[src/rtl/wall_probe.sv]
// wall_probe: reads the maze along a sprite's leading edge and decides if a move is legal.
// Optional horizontal tunnel wrap is enabled by defining WALL_PROBE_TUNNEL_WRAP_EN.
module wall_probe #(
    parameter int         SPRITE_SIZE  = 8,
    parameter int         SCREEN_W     = 160,
    parameter int         SCREEN_H     = 120,
    parameter logic [2:0] WALL_COLOUR  = 3'b001,
    parameter int         READ_LATENCY = 1
) (
    input  logic       clk,
    input  logic       resetn,
    input  logic       start,
    input  logic [7:0] xin,
    input  logic [6:0] yin,
    input  logic       up,
    input  logic       down,
    input  logic       left,
    input  logic       right,
    output logic [7:0] mem_x,
    output logic [6:0] mem_y,
    output logic       mem_rd,
    input  logic [2:0] mem_data,
    output logic       busy,
    output logic       done,
    output logic       blocked,
    output logic [7:0] xnext,
    output logic [6:0] ynext
);

    localparam int            CW = $clog2(SPRITE_SIZE + 1);
    localparam logic [8:0]    XW = 9'(SCREEN_W);
    localparam logic [7:0]    YH = 8'(SCREEN_H);
    localparam logic [8:0]    XS = 9'(SPRITE_SIZE);
    localparam logic [7:0]    YS = 8'(SPRITE_SIZE);
    localparam logic [CW-1:0] CN = CW'(SPRITE_SIZE);
    localparam logic [2:0]    DL = 3'(READ_LATENCY - 1);

    typedef enum logic [2:0] {
        IDLE,
        CALC,
        READ,
        DRAIN,
        DONE
    } state_t;

    state_t r_state;
    state_t w_next;

    logic [7:0]              r_x;
    logic [6:0]              r_y;
    logic [3:0]              r_dir;
    logic [CW-1:0]           r_cnt;
    logic [2:0]              r_dcnt;
    logic                    r_hit;
    logic [READ_LATENCY-1:0] r_vld;

    logic [7:0] r_mem_x;
    logic [6:0] r_mem_y;
    logic       r_mem_rd;
    logic       r_busy;
    logic       r_done;
    logic       r_blocked;
    logic [7:0] r_xnext;
    logic [6:0] r_ynext;

    logic [8:0] w_x9;
    logic [7:0] w_y8;
    logic       w_xspan;
    logic       w_yspan;
    logic       w_onehot;
    logic [3:0] w_dir;
    logic [7:0] w_px;
    logic [6:0] w_py;
    logic [7:0] w_cx;
    logic [6:0] w_cy;
    logic       w_vary_x;
    logic       w_oob;
    logic       w_sample;
    logic       w_hit;

    assign mem_x   = r_mem_x;
    assign mem_y   = r_mem_y;
    assign mem_rd  = r_mem_rd;
    assign busy    = r_busy;
    assign done    = r_done;
    assign blocked = r_blocked;
    assign xnext   = r_xnext;
    assign ynext   = r_ynext;

    // One extra bit so that edges past the screen are caught instead of wrapping.
    assign w_x9     = {1'b0, r_x};
    assign w_y8     = {1'b0, r_y};
    assign w_xspan  = (w_x9 + XS - 9'd1) >= XW;
    assign w_yspan  = (w_y8 + YS - 8'd1) >= YH;
    assign w_onehot = (r_dir != 4'd0) && ((r_dir & (r_dir - 4'd1)) == 4'd0);
    assign w_dir    = w_onehot ? r_dir : 4'd0;

    assign w_sample = r_vld[READ_LATENCY-1];
    assign w_hit    = r_hit | (w_sample && (mem_data == WALL_COLOUR));

    always_comb begin
        w_px     = r_x;
        w_py     = r_y;
        w_cx     = r_x;
        w_cy     = r_y;
        w_vary_x = 1'b0;
        w_oob    = 1'b1;
        unique case (1'b1)
            w_dir[3]: begin
                w_py     = r_y - 7'd1;
                w_cy     = r_y - 7'd1;
                w_vary_x = 1'b1;
                w_oob    = (r_y == 7'd0) || w_xspan;
            end
            w_dir[2]: begin
                w_py     = r_y + 7'(SPRITE_SIZE);
                w_cy     = r_y + 7'd1;
                w_vary_x = 1'b1;
                w_oob    = ((w_y8 + YS) >= YH) || w_xspan;
            end
            w_dir[1]: begin
                w_px  = r_x - 8'd1;
                w_cx  = r_x - 8'd1;
                w_oob = (r_x == 8'd0) || w_yspan;
`ifdef WALL_PROBE_TUNNEL_WRAP_EN
                if (r_x == 8'd0) begin
                    w_px  = 8'(SCREEN_W - 1);
                    w_cx  = 8'(SCREEN_W - SPRITE_SIZE);
                    w_oob = w_yspan;
                end
`endif
            end
            w_dir[0]: begin
                w_px  = r_x + 8'(SPRITE_SIZE);
                w_cx  = r_x + 8'd1;
                w_oob = ((w_x9 + XS) >= XW) || w_yspan;
`ifdef WALL_PROBE_TUNNEL_WRAP_EN
                if (w_x9 == (XW - XS)) begin
                    w_px  = 8'd0;
                    w_cx  = 8'd0;
                    w_oob = w_yspan;
                end
`endif
            end
            default: ;
        endcase
    end

    always_comb begin
        w_next = r_state;
        unique case (r_state)
            IDLE:  if (start) w_next = CALC;
            CALC:  w_next = (!w_onehot || w_oob) ? DONE : READ;
            READ:  if (r_cnt == CN) w_next = DRAIN;
            DRAIN: if (r_dcnt == DL) w_next = DONE;
            DONE:  w_next = IDLE;
            default: w_next = IDLE;
        endcase
    end

    always_ff @(posedge clk or negedge resetn) begin
        if (!resetn) r_state <= IDLE;
        else         r_state <= w_next;
    end

    always_ff @(posedge clk or negedge resetn) begin
        if (!resetn) begin
            r_x       <= 8'd0;
            r_y       <= 7'd0;
            r_dir     <= 4'd0;
            r_cnt     <= '0;
            r_dcnt    <= 3'd0;
            r_hit     <= 1'b0;
            r_vld     <= '0;
            r_mem_x   <= 8'd0;
            r_mem_y   <= 7'd0;
            r_mem_rd  <= 1'b0;
            r_busy    <= 1'b0;
            r_done    <= 1'b0;
            r_blocked <= 1'b0;
            r_xnext   <= 8'd0;
            r_ynext   <= 7'd0;
        end else begin
            r_done   <= (w_next == DONE);
            r_busy   <= (w_next == CALC) || (w_next == READ) ||
                        (w_next == DRAIN);
            r_mem_rd <= (w_next == READ);
            r_vld    <= (r_vld << 1) | READ_LATENCY'(r_mem_rd);

            if (r_state == IDLE && start) begin
                r_x   <= xin;
                r_y   <= yin;
                r_dir <= {up, down, left, right};
                r_cnt <= '0;
            end

            if (r_state == CALC)  r_hit <= 1'b0;
            else if (w_sample)    r_hit <= w_hit;

            if (r_state == DRAIN) r_dcnt <= r_dcnt + 3'd1;
            else                  r_dcnt <= 3'd0;

            if (w_next == READ) begin
                r_mem_x <= w_px + (w_vary_x ? 8'(r_cnt) : 8'd0);
                r_mem_y <= w_py + (w_vary_x ? 7'd0 : 7'(r_cnt));
                r_cnt   <= r_cnt + 1'b1;
            end

            // Early-exit paths (bad direction, off-screen) never read memory.
            if (w_next == DONE) begin
                if (r_state == CALC) begin
                    r_blocked <= 1'b1;
                    r_xnext   <= r_x;
                    r_ynext   <= r_y;
                end else begin
                    r_blocked <= w_hit;
                    r_xnext   <= w_hit ? r_x : w_cx;
                    r_ynext   <= w_hit ? r_y : w_cy;
                end
            end
        end
    end

endmodule

[config.mk]
export PLATFORM = sky130hd
export DESIGN_NAME = wall_probe
export DESIGN_NICKNAME = d
export VERILOG_FILES = /design/src/rtl/wall_probe.sv
export SDC_FILE = /design/constraint.sdc
export NUM_CORES = 1
export LEC_CHECK = 0
export BUFFER_PORTS_ARGS = -buffer_cell sky130_fd_sc_hd__buf_4
export CORE_UTILIZATION = 64
export DETAILED_ROUTE_END_ITERATION = 16
export PLACE_DENSITY = 0.87
export SLEW_MARGIN = 5
export SYNTH_ARGS = -nofsm -noshare
export SYNTH_HDL_FRONTEND = slang
export SYNTH_SLANG_ARGS = --single-unit
[constraint.sdc]
create_clock -name clk -period 6.8 [get_ports clk]
set_input_delay 1.36 -clock clk [delete_from_list [all_inputs] [get_ports clk]]
set_output_delay 1.36 -clock clk [all_outputs]
set_load 0.02 [all_outputs]
# Word-level counts from Yosys, hierarchy flattened
# Index checks and enable logic that the tools add are counted.
word_totals:
  register_bits: 65
  input_bits: 25
  output_inout_bits: 34
op_classes:
  n_addsub: 15
  magnitude_cmp: 4
  eq_ne: 9
  n_mux: 24
  bitwise_logic: 2
  n_reduce_logical: 20
ops:
  columns: ["operator", "n"]
  rows:
  - ["case mux 8 bit (2 select lines)", 2]
  - ["case mux 7 bit (2 select lines)", 2]
  - ["2-to-1 mux 4 bit", 5]
  - [">= comparator 9 x 8 -> 1 bit, second input constant", 2]
  - [">= comparator 8 x 7 -> 1 bit, second input constant", 2]
  - ["2-to-1 mux 8 bit", 2]
  - ["subtractor 8 x 1 -> 8 bit, second input constant", 2]
  - ["2-to-1 mux 3 bit", 5]
  - ["2-to-1 mux 7 bit", 2]
  - ["equality test 3 x 2 -> 1 bit, second input constant", 4]
  - ["case mux 3 bit (4 select lines)", 1]
  - ["adder 8 x 4 -> 9 bit, second input constant", 1]
  - ["equality test 3 x 1 -> 1 bit, second input constant", 3]
  - ["subtractor 9 x 1 -> 9 bit, second input constant", 1]
  - ["adder 7 x 4 -> 8 bit, second input constant", 1]
  - ["adder 8 x 1 -> 8 bit, second input constant", 1]
  - ["adder 8 x 4 -> 8 bit", 1]
  - ["adder 8 x 4 -> 8 bit, second input constant", 1]
  - ["zero test 8 bit", 1]
  - ["adder 7 x 1 -> 7 bit, second input constant", 1]
  - ["adder 7 x 4 -> 7 bit", 1]
  - ["adder 7 x 4 -> 7 bit, second input constant", 1]
  - ["zero test 7 bit", 1]
  - ["logical OR 1 bit", 7]
  - ["17 further kinds", 24]

# Longest topological paths before layout
# Gate-level depths: netlist (run 1).
logic_depth:
  word_depth: 12
  mapped_depth: 13
  mapped_depth_nobuf: 11

# Worst setup path after synthesis (run 1)
# OpenSTA, ideal clock, no wires.
synth_timing:
  kind: "flip-flop to flip-flop"
  start: "register r_dir[0]"
  end: "register r_mem_x[7] (netlist: mem_x[7])"
  setup_time_ps: 125
  arrival_time_ps: 2975
  t_required_ps: 6675
  setup_slack_ps: 3700
  stages_incl_launch_ff: 13
  path_buffers: 2
  synth_period_minus_slack_ps: 3100
  cell_sequence: "dfrtp_1 -> buf_2 -> or4b_2 -> clkbuf_1 -> o21ai_0 -> ha_1 -> a21o_1 -> a21oi_1 -> nand2b_1 -> a21oi_1 -> nand3b_1 -> xor2_1 -> mux2_4"
synth_via:
  elab_chain_cells: 10
  word_cells_on_any_way: 17
  classes_between: "2 x add/sub; 1 x eq/ne; 7 x mux; 1 x bitwise; 6 x reduce/logical"
synth_rtl:
  columns: ["item", "line", "rtl"]
  rows:
  - ["start: declaration", "51", "logic [3:0] r_dir;"]
  - ["start signal: assignment", "193", "r_dir <= {up, down, left, right};"]
  - ["branches (longest 10 deep; another with adder 8 x 4 -> 8 bit)", null, null]
  - ["end signal: assignment", "204", "r_mem_x <= w_px + (w_vary_x ? 8'(r_cnt) : 8'd0);"]
  - ["end: declaration", "57", "logic [7:0] r_mem_x;"]
# Parallel ways; which one is timed is not known.
# A chain may end at the register's enable or synchronous reset.

# Worst setup path after layout (run 1)
layout_timing:
  start: "register r_x[0]"
  end: "register r_ynext[3] (netlist: ynext[3])"
layout_via:
  elab_chain_cells: 9
  word_cells_on_any_way: 14
  classes_between: "2 x add/sub; 2 x order compare; 1 x eq/ne; 3 x mux; 6 x reduce/logical"
layout_rtl:
  columns: ["item", "line", "rtl"]
  rows:
  - ["start: declaration", "49", "logic [7:0] r_x;"]
  - ["start signal: assignment", "191", "r_x <= xin;"]
  - ["adder 8 x 4 -> 9 bit", "93, 136", null]
  - ["subtractor 9 x 1 -> 9 bit", "93", "assign w_xspan = (w_x9 + XS - 9'd1) >= XW;"]
  - [">= comparator 9 x 8 -> 1 bit", "93", null]
  - ["logical OR 1 bit, on equally long branches", "119, 113", null]
  - ["case mux 1 bit (4 select lines) (*)", "108", "unique case (1'b1)"]
  - ["logical OR 1 bit (*)", "153", "CALC: w_next = (!w_onehot || w_oob) ? DONE : READ;"]
  - ["2-to-1 mux 3 bit (*)", "153", null]
  - ["case mux 3 bit (4 select lines) (*)", "151", "unique case (r_state)"]
  - ["equality test 3 bit (*)", "210", "if (w_next == DONE) begin"]
  - ["end signal: assignment", "214", "r_ynext <= r_y;"]
  - ["end signal: assignment", "218", "r_ynext <= w_hit ? r_y : w_cy;"]
  - ["end: declaration", "64", "logic [6:0] r_ynext;"]
# Mark *: on every way between the ends. The rest lies on a longest branch, timed or not.

==> results of run 1 <==
## cell families after synthesis
| logic type | after synthesis | synth area share, % |
|---|---|---|
| AOI/OAI and AO/OA | 91 | 13.4 |
| xor gates and xnor gates | 41 | 7.68 |
| adders and majority gates | 26 | 7.23 |
| buffers and inverters | 46 | 4.55 |
| DFF | 65 | 34.8 |
| muxes | 48 | 13.5 |
| and+or+nand+nor | 152 | 18.9 |
## sequential cells by signal, summed over array words and instances, names as in the netlist
register,flops
busy,1
xnext,8
r_cnt,4
r_dcnt,3
r_x,8
r_vld,1
mem_y,7
ynext,7
r_hit,1
r_state,3
mem_x,8
blocked,1
done,1
r_y,7
mem_rd,1
r_dir,4
## metrics by stage
step,std cells,setup WS (ns),utilization (%),instance area [um2]
2_1_floorplan,469,3.70,-,4670
3_3_place_gp,596,3.42,73.9,5100
3_5_place_dp,596,3.30,73.9,5100
4_1_cts,612,3.31,77.1,5330
5_1_grt,612,3.06,77.1,5330
6_report,612,3.26,77.1,5330
## metal layers
layer	vias to the layer above	GRT usage [%]
met3	32	5.59
met4	0	15.8
met2	170	49.4
met5	-	0
li1	1771	-
met1	1798	41.0
## synthesized netlist by cell type, types with 7 or more instances
master,number,area share (%)
a21oi_1,19,2.0
a31oi_1,8,1.1
and2_1,7,0.94
and3_1,9,1.2
buf_2,8,0.86
clkbuf_1,16,1.3
dfrtp_1,65,35
ha_1,23,6.2
inv_1,17,1.4
mux2_2,19,4.6
mux2_4,25,8.0
nand2_1,24,1.9
nand2b_1,10,1.3
nand3_1,7,0.75
nor2_1,39,3.1
nor3_1,16,1.7
o21ai_0,25,2.7
xnor2_1,27,5.1
xor2_1,14,2.6
## worst max-delay path, delay by kind of cell, from the launching register on
| family | cells | cell delay (ns) |
|---|---|---|
| AO/OA/AOI/OAI | 3 | 0.86 |
| multiplexers | 1 | 0.41 |
| flip-flops | 1 | 0.46 |
| AND/OR/NAND/NOR | 3 | 1.24 |
| adder cells (fa/ha/maj) | 1 | 0.28 |
| buffers and inverters | 1 | 0.15 |
## path summary, 6_finish.rpt
| kind | start | cells after the start | slack, ns | to |
|---|---|---|---|---|
| worst max-delay path | r_x[0] | 9 | 3.26 | ynext[3] |
| worst min-delay path | mem_rd | 0 | 0.38 | r_vld |
| worst max register to register | r_x[0] | 9 | 3.26 | ynext[3] |
| worst min register to register | mem_rd | 0 | 0.38 | r_vld |
| max in group asynchronous | resetn | 1 | 5.16 | r_x[3] |
| min in group asynchronous | resetn | 1 | 1.07 | r_dcnt[2] |
## power by group through the flow
stage	registers, uW	clock network (uW)	logic, uW
CTS	826	381	1600
floorplan	794	0	1210
finish	834	377	1610
detailed placement	830	0	1590
global placement	816	0	1520
global route	865	399	1740
## layout make-up
cell class	count	area share, %
Timing Repair Buffer	60	8.46
Multi-Input combinational cell	358	53.3
Tap cell	96	2.26
Clock inverter	7	1.88
Sequential cell	65	30.5
Clock buffer	9	2.33
Inverter	17	1.20
==> metrics.md, run 1 <==
| Metric | Value |
|---|---|
| Share of cells above drive strength 1 | `26.4%` |
| Relative slew slack | `12.2%` |
| Sw Ratio | `45.2%` |
| Syn nets | `519` |
| Syn Area/Cell | `9.97 um2` |
| Synth Flop Type | `dfrtp_1` |
| Die area | `7650 um2` |
| Min-Delay Path Class | `reg -> reg` |
| First-pass GRT wire length | `18300 um` |
| Synth Cell Area | `4670 um2` |
| Tmin final | `3.54 ns` |
| Critical path required time | `7.04 ns` |
| Initial antenna violation count | `0` |
| # DRC | `0` |
| Pins Over Slew Limit | `0` |
| Post-synthesis sequential area ratio | `34.8%` |
| I/O pins | `59` |
| DR WL met3 | `685 um` |
| CP peak stage delay | `0.66 ns` |
| Least-Margin Pin Slew | `1.31 ns` |
| Slowest cell on the critical path | `a21oi_4` |
| Max Cap Viol | `0` |
| # port buffers | `58` |
| PD cells | `530 nW/um2` |
| DR vias | `3771` |
| Clk_lat worst skew | `0.36 ns` |
| Most frequent CP cell | `nor3b_1` |
| Post-cts gate resize count | `0` |
| Register bit total from synthesis | `65` |
| Setup crit end kind | `flip-flop` |
| P_int | `1550 uW` |
| Drt total wl | `10900 um` |
| Die Width | `87.5 um` |
| Fmax | `282 MHz` |
| Critical Path Start Type | `flip-flop` |
| Most frequent cells in the layout | `dfrtp_1 (65), buf_4 (60), nor2_1 (39), xnor2_1 (27)` |
| CP Cell Sequence | `inv_1, ha_1, nor3b_1, nor3b_1, a221oi_2, nor2_1, a31oi_4, a21oi_4, mux2_2` |
| Comb power frac | `57.1%` |
| Final Hold Fails | `0` |
| GPL Wtd Cong | `0.906` |
| Unique cell type count in the Yosys netlist | `65` |
| RSZ-0062 raised after global routing | `no` |
| CTS sink cnt | `65` |
| Top Metal Used | `met4` |
| Design Power | `2820 uW` |
| Yosys warnings | `0` |
| Switching power | `1280 uW` |
| Clock-pin transition on the worst setup and hold timing paths | `0.08 ns` |
| DP Wirelength | `7530 um` |
| Sequential cell area | `1630 um2` |
| Root Driver | `clkbuf_8` |
| Total GRT Usage | `31.2%` |
| GR Overflow Total | `0` |
| Worst VDD drop | `0.261 mV` |
| Vias per cell | `6.16` |
| Fillers | `494` |
| Setup-failing EPs final | `0` |
| Post-Synthesis Cells | `469` |
| Hold Slack | `0.385 ns` |
| Post-CTS setup buffers | `0` |
| Die H | `87.5 um` |
| Clock Power Share | `13.3%` |
| Ant. Diodes | `0` |
| TritonCTS buffer count | `9` |
| Layout Skew | `0.0134 ns` |
| Htree depth | `3` |
| Hold Buf Count CTS | `0` |
| Row count | `30` |
| Drt wl/cell | `17.8 um` |
| Status | `finished clean` |
| Core Box Area | `6910 um2` |
| Critical Path Fanout Max | `17` |
| Final Cycle Share | `52.1%` |
| Met2 WL | `5080 um` |
| DRT met1 WL | `4830 um` |
| Vias in the first global route | `3762` |
| Sequential power share | `29.5%` |
| WS Path Type | `reg -> reg` |
| Final nets | `561` |
| Pre-antenna DRT Iters | `6` |
| DRT antenna net count | `0` |
| CP arrival | `3.78 ns` |
| Number of flops mapped to enable cells by yosys | `0` |
| Clock buffer depth | `2` |
| Synth-to-Final Area Change | `13.9%` |
| Pin count of the biggest net entering global routing | `66` |
| Area of the multi-input gates | `2840 um2` |
| Most common cell after layout, fill and taps aside | `dfrtp_1` |
| Static leakage | `0.00241 uW` |
| Initial core utilization | `67.7%` |
| Setup TNS | `0 ns` |
| CTS tree | `done` |
| DR iter-0 viols | `285` |
| Async S/R FF share, synth | `100%` |
Power figures use the tool's default switching activity.
==> run 2: changes to the inputs <==
--- a/config.mk
+++ b/config.mk
@@ -6,9 +6,9 @@
 export NUM_CORES = 1
 export LEC_CHECK = 0
 export BUFFER_PORTS_ARGS = -buffer_cell sky130_fd_sc_hd__buf_4
-export CORE_UTILIZATION = 64
+export CORE_UTILIZATION = 59
 export DETAILED_ROUTE_END_ITERATION = 16
-export PLACE_DENSITY = 0.87
+export PLACE_DENSITY = 0.81
 export SLEW_MARGIN = 5
 export SYNTH_ARGS = -nofsm -noshare
 export SYNTH_HDL_FRONTEND = slang
==> constraint.sdc (replaced) <==
create_clock -name clk -period 3.7 [get_ports clk]
set_input_delay 0.74 -clock clk [delete_from_list [all_inputs] [get_ports clk]]
set_output_delay 0.74 -clock clk [all_outputs]
set_load 0.02 [all_outputs]
==> run 2 against run 1 <==
  * Combinational power grew 88%
  * Final area grew 2.2%
  * Register-to-register slack lost 3.0 ns
  * Maximum frequency grew 3.0%
  * Wire length shrank 0.59%
  * Critical path depth is the same
  * Clock power grew 100%
  * First-iteration DRC count grew 38%
  * Count of clock-buffer cells in the layout is the same
  * Via count grew 1.9%
  * Critical endpoint unchanged
  * Highest routed layer unchanged
==> metrics.md, run 2 (synthesis results as in run 1) <==
| Metric | Value |
|---|---|
| Layout Skew | `0.00850 ns` |
| # port buffers | `58` |
| WS Path Type | `reg -> reg` |
| Drt wl/cell | `17.2 um` |
| Min-Delay Path Class | `reg -> reg` |
| Root Driver | `clkbuf_8` |
| GR Overflow Total | `0` |
| DP Wirelength | `7460 um` |
| Clk_lat worst skew | `0.36 ns` |
| Htree depth | `3` |
| Die area | `8280 um2` |
| Min-Delay Path Depth | `0` |
| DR WL met3 | `721 um` |
| Met2 WL | `5190 um` |
| RR Endpoint | `ynext[3]` |
| Hold Buf Count CTS | `0` |
| Least-Margin Pin Slew | `0.989 ns` |
| Row count | `32` |
| Ant. Diodes | `0` |
| Worst VDD drop | `0.553 mV` |
| Most frequent cells in the layout | `buf_4 (71), dfrtp_1 (65), nor2_1 (39), xnor2_1 (27)` |
| Setup crit end kind | `flip-flop` |
| CP arrival | `3.68 ns` |
| Pin count of the biggest net entering global routing | `66` |
| Drt total wl | `10800 um` |
| Vias per cell | `6.11` |
| TritonCTS buffer count | `9` |
| Vias in the first global route | `3653` |
| Hold Slack | `0.408 ns` |
| Max Cap Viol | `0` |
| Total GRT Usage | `27.3%` |
| Pins Over Slew Limit | `0` |
| DRT antenna net count | `0` |
| Status | `finished clean` |
| DR vias | `3844` |
| Critical path required time | `3.95 ns` |
| Top Metal Used | `met4` |
| Core Box Area | `7690 um2` |
| Critical Path Fanout Max | `17` |
| Die Width | `91.0 um` |
| HP Start | `mem_rd` |
| CTS sink cnt | `65` |
| Share of cells above drive strength 1 | `27.9%` |
| Min-Delay Endpoint | `r_vld` |
| GPL Wtd Cong | `0.917` |
| DP Area | `5190 um2` |
| Synth-to-Final Area Change | `16.4%` |
| Worst R2R Path Depth | `9` |
| Fmax | `291 MHz` |
| DR iter-0 viols | `393` |
| Initial core utilization | `60.8%` |
| Setup TNS | `0 ns` |
| RSZ-0062 raised after global routing | `no` |
| Relative slew slack | `33.6%` |
| # DRC | `0` |
| Final Hold Fails | `0` |
| Die H | `91.0 um` |
| Clock-pin transition on the worst setup and hold timing paths | `0.08 ns` |
| First-pass GRT wire length | `17800 um` |
| Static leakage | `0.00248 uW` |
| Final Instance Area | `5440 um2` |
| Sequential cell area | `1630 um2` |
| Initial antenna violation count | `0` |
| Final nets | `572` |
| Most common cell after layout, fill and taps aside | `buf_4` |
| I/O pins | `59` |
| Fillers | `601` |
| Pre-antenna DRT Iters | `5` |
| Tmin final | `3.44 ns` |
| Reg-to-Reg Start | `r_y[1]` |
| Final Cycle Share | `93.0%` |
| Setup-failing EPs final | `0` |
| Clock buffer depth | `2` |
| Post-CTS setup buffers | `0` |
| Post-cts gate resize count | `0` |
| PD cells | `974 nW/um2` |
| CTS tree | `done` |
| Area of the multi-input gates | `2840 um2` |
| Critical Path Start Type | `flip-flop` |
| R2R Setup Slk | `0.26 ns` |
| DRT met1 WL | `4740 um` |
run 2: worst max-delay path by stage:
| stage | slack [ns] | startpoint | cells after the start | end |
|---|---|---|---|---|
| after floorplan | 0.60 | r_dir[0] | 12 | mem_x[7] |
| after global placement | 0.42 | r_dir[1] | 10 | mem_x[7] |
| after detailed placement | 0.35 | r_dir[1] | 10 | mem_x[7] |
| after CTS | 0.33 | r_dir[1] | 10 | mem_x[7] |
| after global routing | 0.04 | r_y[1] | 9 | ynext[1] |
| final | 0.26 | r_y[1] | 9 | ynext[3] |
run 2: per-layer routing:
metal / track usage (%) / vias to the layer above
met1: 37.5 / 1873
met4: 9.66 / 0
met5: 0 / -
met3: 3.52 / 19
met2: 44.6 / 153
li1: - / 1799
run 2: power breakdown:
part           internal [uW]  switching [uW]
Clock                    456             315
Combinational           1480            1550
Sequential              1030             471
run 2: through the flow:
step	total power [uW]	setup slack [ns]	utilization [%]	std cells
final	5300	0.261	70.8	629
after global routing	5640	0.0435	70.8	629
after CTS	5290	0.331	70.8	629
after detailed placement	4490	0.352	67.5	613
after global placement	4380	0.421	67.5	613
after floorplan	3680	0.600	-	469
run 2: layout make-up:
cell class	instances	area share, %
multi-input cells	358	52.2
flip-flops and latches	65	29.9
repair buffers	71	9.80
well taps	102	2.35
clock inverters	7	2.30
clock buffers	9	2.28
inverters	17	1.17
run 2: critical path, stage by stage, from the launching register on:
cell      delay [ns]
dfrtp_1         0.49
inv_1           0.13
ha_1            0.31
nor4b_1         0.49
nor4b_1         0.38
a31oi_1         0.08
a31oi_1         0.22
a211oi_2        0.11
a21oi_4         0.70
mux2_2          0.41
